--- src/rtl/pipelined_rca.sv ---
// Pipelined ripple-carry adder/subtractor: WIDTH bits split into STAGES chunks,
// with a registered carry between chunks and valid/ready flow control on both sides.
module pipelined_rca #(
   parameter int WIDTH  = 32,
   parameter int STAGES = 4
) (
   input  logic             clk,
   input  logic             reset_n,
   input  logic             in_valid,
   output logic             in_ready,
   input  logic [WIDTH-1:0] x,
   input  logic [WIDTH-1:0] y,
   input  logic             cin,
   input  logic             sub,
   output logic             out_valid,
   input  logic             out_ready,
   output logic [WIDTH-1:0] sum,
   output logic             cout,
   output logic             ovf
);
   localparam int CHUNK = WIDTH / STAGES;

   generate
      if (WIDTH % STAGES != 0) begin : g_bad_width
         $error("pipelined_rca: WIDTH must be divisible by STAGES");
      end
   endgenerate

   // Level 0 holds the captured operands; level k+1 holds the result after chunk k.
   logic [WIDTH-1:0] a_reg [STAGES+1];
   logic [WIDTH-1:0] b_reg [STAGES+1];
   logic [WIDTH-1:0] s_reg [STAGES+1];
   logic             c_reg [STAGES+1];
   logic             v_reg [STAGES+1];
   logic [CHUNK:0]   csum  [STAGES];
   logic             advance;
   logic             msb_cin;

   assign advance  = !v_reg[STAGES] || out_ready;
   assign in_ready = advance;

   always_ff @(posedge clk or negedge reset_n) begin
      if (!reset_n) begin
         v_reg[0] <= 1'b0;
         a_reg[0] <= '0;
         b_reg[0] <= '0;
         s_reg[0] <= '0;
         c_reg[0] <= 1'b0;
      end else if (advance) begin
         v_reg[0] <= in_valid;
         if (in_valid) begin
            a_reg[0] <= x;
            b_reg[0] <= sub ? ~y : y;
            s_reg[0] <= '0;
            c_reg[0] <= sub ? ~cin : cin;
         end
      end
   end

   generate
      for (genvar gi = 0; gi < STAGES; gi++) begin : g_stage
         localparam int LO = gi * CHUNK;

         assign csum[gi] = {1'b0, a_reg[gi][LO +: CHUNK]}
                         + {1'b0, b_reg[gi][LO +: CHUNK]}
                         + (CHUNK+1)'(c_reg[gi]);

         // Bubbles travel with their (stale) data; only the valid bit matters downstream.
         always_ff @(posedge clk or negedge reset_n) begin
            if (!reset_n) begin
               v_reg[gi+1] <= 1'b0;
               a_reg[gi+1] <= '0;
               b_reg[gi+1] <= '0;
               s_reg[gi+1] <= '0;
               c_reg[gi+1] <= 1'b0;
            end else if (advance) begin
               v_reg[gi+1] <= v_reg[gi];
               a_reg[gi+1] <= a_reg[gi];
               b_reg[gi+1] <= b_reg[gi];
               s_reg[gi+1] <= s_reg[gi];
               s_reg[gi+1][LO +: CHUNK] <= csum[gi][CHUNK-1:0];
               c_reg[gi+1] <= csum[gi][CHUNK];
            end
         end
      end
   endgenerate

   // Carry into the MSB is recovered from the MSB sum bit and its operand bits.
   assign msb_cin   = a_reg[STAGES][WIDTH-1] ^ b_reg[STAGES][WIDTH-1] ^ s_reg[STAGES][WIDTH-1];
   assign out_valid = v_reg[STAGES];
   assign sum       = s_reg[STAGES];
   assign cout      = c_reg[STAGES];
   assign ovf       = msb_cin ^ c_reg[STAGES];

endmodule
--- config.mk ---
export PLATFORM = sky130hd
export DESIGN_NAME = pipelined_rca
export DESIGN_NICKNAME = d
export VERILOG_FILES = /design/src/rtl/pipelined_rca.sv
export SDC_FILE = /design/constraint.sdc
export NUM_CORES = 1
export LEC_CHECK = 0
export ABC_AREA = 1
export ABC_CLOCK_PERIOD_IN_PS = 2600
export CAP_MARGIN = 20
export CORE_ASPECT_RATIO = 0.75
export CORE_UTILIZATION = 63
export DETAILED_ROUTE_END_ITERATION = 6
export DONT_BUFFER_PORTS = 1
export PLACE_DENSITY_LB_ADDON = 0.05
export SYNTH_ARGS = -nofsm -noshare
export SYNTH_HDL_FRONTEND = slang
export SYNTH_SLANG_ARGS = --single-unit
--- constraint.sdc ---
create_clock -name clk -period 2.6 [get_ports clk]
set_input_delay 0.26 -clock clk [delete_from_list [all_inputs] [get_ports clk]]
set_output_delay 0.26 -clock clk [all_outputs]
set_load 0.1 [all_outputs]
## After elaboration in Yosys (flattened, before gate mapping)

Index checks and enable logic that the tools add are counted.

- Input port bits: 70
- Bits in registers: 410
- Output and inout port bits: 36
- Logic and storage cells: 42

- Reduce and logical (&&, ||, !) cells: 3
- $add $sub $neg: 8
- Multiplexer cells: 2
- Bitwise logic cells: 5

Operators by type and width:

| cell | number |
|---|---|
| $add 8x8->9 | 4 |
| $add 9x1->9 | 4 |
| $mux 32 | 1 |
| $not 32->32 | 1 |
| $xor 1x1->1 | 3 |
| $reduce_and 2->1 | 1 |
| $logic_not 1->1 | 1 |
| $logic_or 1x1->1 | 1 |
| $mux 1 | 1 |
| $not 1->1 | 1 |

## Depth between registers and ports, before layout

- Depth after elaboration: 3
- Mapped depth: 11

## Worst setup path after synthesis

Ideal clock, no wire load.

- Path type: register to output
- From: reg c_reg, in the netlist cout
- To: out ovf
- Arrival time: 2.710 ns
- Setup slack: -0.370 ns
- Buffers on the path: 0
- Stages on the path, launching flop included: 3
- Cell sequence: dfrtp_1 > xor2_1 > xnor2_1

- Cells in the longest elaborated chain, start to end: 1

Ends and longest elaborated chain:

| what | line | source |
|---|---|---|
| from (decl) | 33 | `logic c_reg [STAGES+1];` |
| from (signal, indexed assignment) | 82 | `c_reg[gi+1] <= csum[gi][CHUNK];` |
| $xor 1x1->1 | 93 | `assign ovf = msb_cin ^ c_reg[STAGES];` |
| to (decl) | 19 | `output logic ovf` |

No other way between the ends.

## Worst setup path in the final report

- From: reg v_reg, in the netlist out_valid
- To: reg a_reg[138] (netlist bit)

- Cells in the longest elaborated chain, start to end: 3

Ends and longest elaborated chain:

| what | line | source |
|---|---|---|
| from (decl) | 34 | `logic v_reg [STAGES+1];` |
| from (signal, indexed assignment) | 77 | `v_reg[gi+1] <= v_reg[gi];` |
| $logic_not 1->1 | 39 | `assign advance = !v_reg[STAGES] \|\| out_ready;` |
| $logic_or 1x1->1 | 39 |  |
| $reduce_and 2->1 (no line) | n/a |  |
| to (decl) | 30 | `logic [WIDTH-1:0] a_reg [STAGES+1];` |

No other way between the ends.
A chain may end at the register's enable or synchronous reset.

==> metrics <==
fmax slightly above 400 MHz; share of layout cells above drive strength 1 roughly 4.5%; max-slew violations 0; aggregate global routing overflow 0; drt total wl roughly 24000 µm; net switching power roughly 0.0077 W; failing checks negative hold slack; max capacitance violation total 0; TNS Setup 0 ns; Placer Congestion approximately 0.82; Synth Instances around 1.3k; Area Growth Syn to Fin 14.72%; final hold viol count 252; clk_skew about 0.0084 ns; Final Cycle Share between 90 and 100%; vias per inst 5.223; count of cell types in the netlist 25; die width ~160 µm; insertion delay to the later sink of the worst-skew pair between 0.5 and 0.6 ns; all-layer global routing usage about 28%; area leader, netlist dfrtp_1; Comb pwr share 35.1%; Max clock buf depth 3; hold-fix buffers at CTS 97; WP data required approximately 3 ns; CP Max Fanout 33; Pwr Density between 1000 and 1500 mW/mm²; htree depth 1; relative slew slack 37.96%; dpl ws around 0.66 ns; final worst slack ~0.19 ns; time the worst path needs with I/O delays and setup between 2 and 2.5 ns; largest family of logic cells by synthesized area simple AND/OR/NAND/NOR gates; DRT Pass-1 Iters 6; worst r2r src out_valid$_DFFE_PN0N_; Placeable Area around 0.017 mm²; Syn Nets approximately 1.4k; Syn. warnings 0; R2R setup slack about 0.19 ns; port bufs 0; commonest non-fill, non-tap cells in the layout 618 x nand2_1, 252 x dfrtp_1, 97 x o21ai_0, 97 x dlygate4sd3_1, 72 x inv_1; mux contribution to synthesized area 0%; syn_area_per_cell approximately 8.7 µm²; post-synthesis xor/xnor area fraction under 10%; Worst R2R Path Depth 8; VDD IR max around 0.0012 V; Simple-Gate Fraction of Synth Area 23.95%; r2r endpoint a_reg[138]$_DFFE_PN0P_; Synth Area in Compound Gates about 5.4%; CTS tree done; CTS Buf Count 24; hold_ws -0.5619 ns; #FFs+latches synth 252; Vias between 8k and 9k; Synth Area in Adders 4.531%; CTS Sinks ~250; starting DRC count in detailed routing between 700 and 800; antenna violations before repair 0; sequential area share after synthesis between 50% and 60%; sequential share of power a little under half; Pleak 6.707 nW; Int Pwr about 0.0095 W; largest net degree at the start of global routing between 200 and 300; leading cell type in the layout, fill and taps excluded nand2_1; post-route ant nets 0; clock slew at reported path FFs ~0.07 ns; crit path kind flop to flop; top area cells in the synthesized netlist dfrtp_1 56%, nand2_1 21%, o21ai_0 4.3%, ha_1 3.1%, xnor2_1 2.8%; switch share between 40% and 50%; Site Rows slightly above 40; synthesized area between 0.01 and 0.015 mm²; hold crit path type primary input to async pin; die area 0.01843 mm²; CTS root buf clkbuf_16; hpwl dp approximately 14000 µm; clock share of power between 10% and 20%; # setup viols final 0; CP endpoint kind flop; outcome complete, but fails checks; arrival time worst endpoint 2.81 ns; layout net count ~1.5k; Initial Utilization around 66%; unrepaired setup endpoints after global routing false; type of origin of the critical path flop; IO Pins approximately 110; number of diodes 0; worst-margin pin slew slightly above 0.9 ns; top cell type's share of synthesized area a little under three fifths; Placed Cells 1460; number of global-route vias before repair between 8k and 9k; global-route wire length before repair between 40000 and 50000 µm; die height 117.8 µm; WL per Instance around 15 µm; post-route insts no fill 1599; residual DRC count 0
==> worst max-delay path by stage <==
stage	start	slack [ns]	endpoint	depth (start not counted)
global route	out_valid$_DFFE_PN0N_	0.02	a_reg[138]$_DFFE_PN0P_	8
detailed placement	a_reg[80]$_DFFE_PN0N_	0.66	c_reg[1]$_DFFE_PN0N_	8
global placement	out_valid$_DFFE_PN0N_	0.71	a_reg[129]$_DFFE_PN0P_	6
finish	out_valid$_DFFE_PN0N_	0.19	a_reg[138]$_DFFE_PN0P_	8
floorplan	cout$_DFFE_PN0N_	0.23	ovf	2
CTS	out_valid$_DFFE_PN0N_	0.23	a_reg[138]$_DFFE_PN0P_	8
==> critical path, cell delays in order (launching register included) <==
cell and delay, ns:
dfrtp_1 0.34, inv_1 0.07, nor2_4 0.16, inv_6 0.19
nand2_4 0.22, clkinv_2 0.49, nand2_1 0.20, nand2_1 0.07
dlygate4sd3_1 0.55
==> cells by family after synthesis <==
group / Yosys count
xor+xnor: 38
buf+inv: 163
simple gates: 689
fa+ha+maj: 36
flops: 252
compound gates: 119
==> power by group through the flow <==
| stage | logic [W] | clock network (W) | registers [W] |
|---|---|---|---|
| after CTS | 0.00599 | 0.00335 | 0.00786 |
| after global routing | 0.00687 | 0.00353 | 0.00810 |
| final | 0.00605 | 0.00331 | 0.00788 |
| after detailed placement | 0.00577 | 0 | 0.00792 |
| after floorplan | 0.00622 | 0 | 0.00644 |
| after global placement | 0.00563 | 0 | 0.00788 |
==> stage by stage <==
stage	area (µm²)	hold slack [ns]	util, %	total power, W
floorplan	11270	-0.03559	-	0.01266
global placement	11210	-0.03026	65.43	0.01351
detailed placement	11210	-0.03023	65.43	0.01369
CTS	12920	-0.5773	75.43	0.01720
global route	12930	-0.5911	75.44	0.01850
finish	12930	-0.5619	75.44	0.01724
==> cell usage after synthesis (all sizes together) <==
cell / count
o22ai: 1
and2: 1
nand3: 33
nor2: 20
buf: 82
clkbuf: 7
dfrtp: 252
nand4: 1
a21oi: 17
or2: 4
nand3b: 11
ha: 28
xnor2: 36
o21ai: 97
a211oi: 4
inv: 74
fa: 8
xor2: 2
nand2: 619
==> layer usage <==
metal  track usage [%]  wire, µm
met1             45.92     12110
met2             40.54     10320
met3             4.639      1583
met4             5.270       343
met5                 0         0
==> final cells by class <==
class / instances / area [µm²]
fill: 1229 / 4208
clock inverter: 8 / 55.05
multi-input combinational: 882 / 4156
inverter: 74 / 284.0
clock buffer: 34 / 688.2
sequential: 252 / 6306
tap: 236 / 295.3
timing repair buffer: 113 / 1141
==> what timing repair did <==
item,CTS,global route
gates resized for setup,0,1
setup buffers,0,0
endpoints found under the setup margin,0,1
hold endpoints to repair,318,252
(Power assumes the default switching activity.)
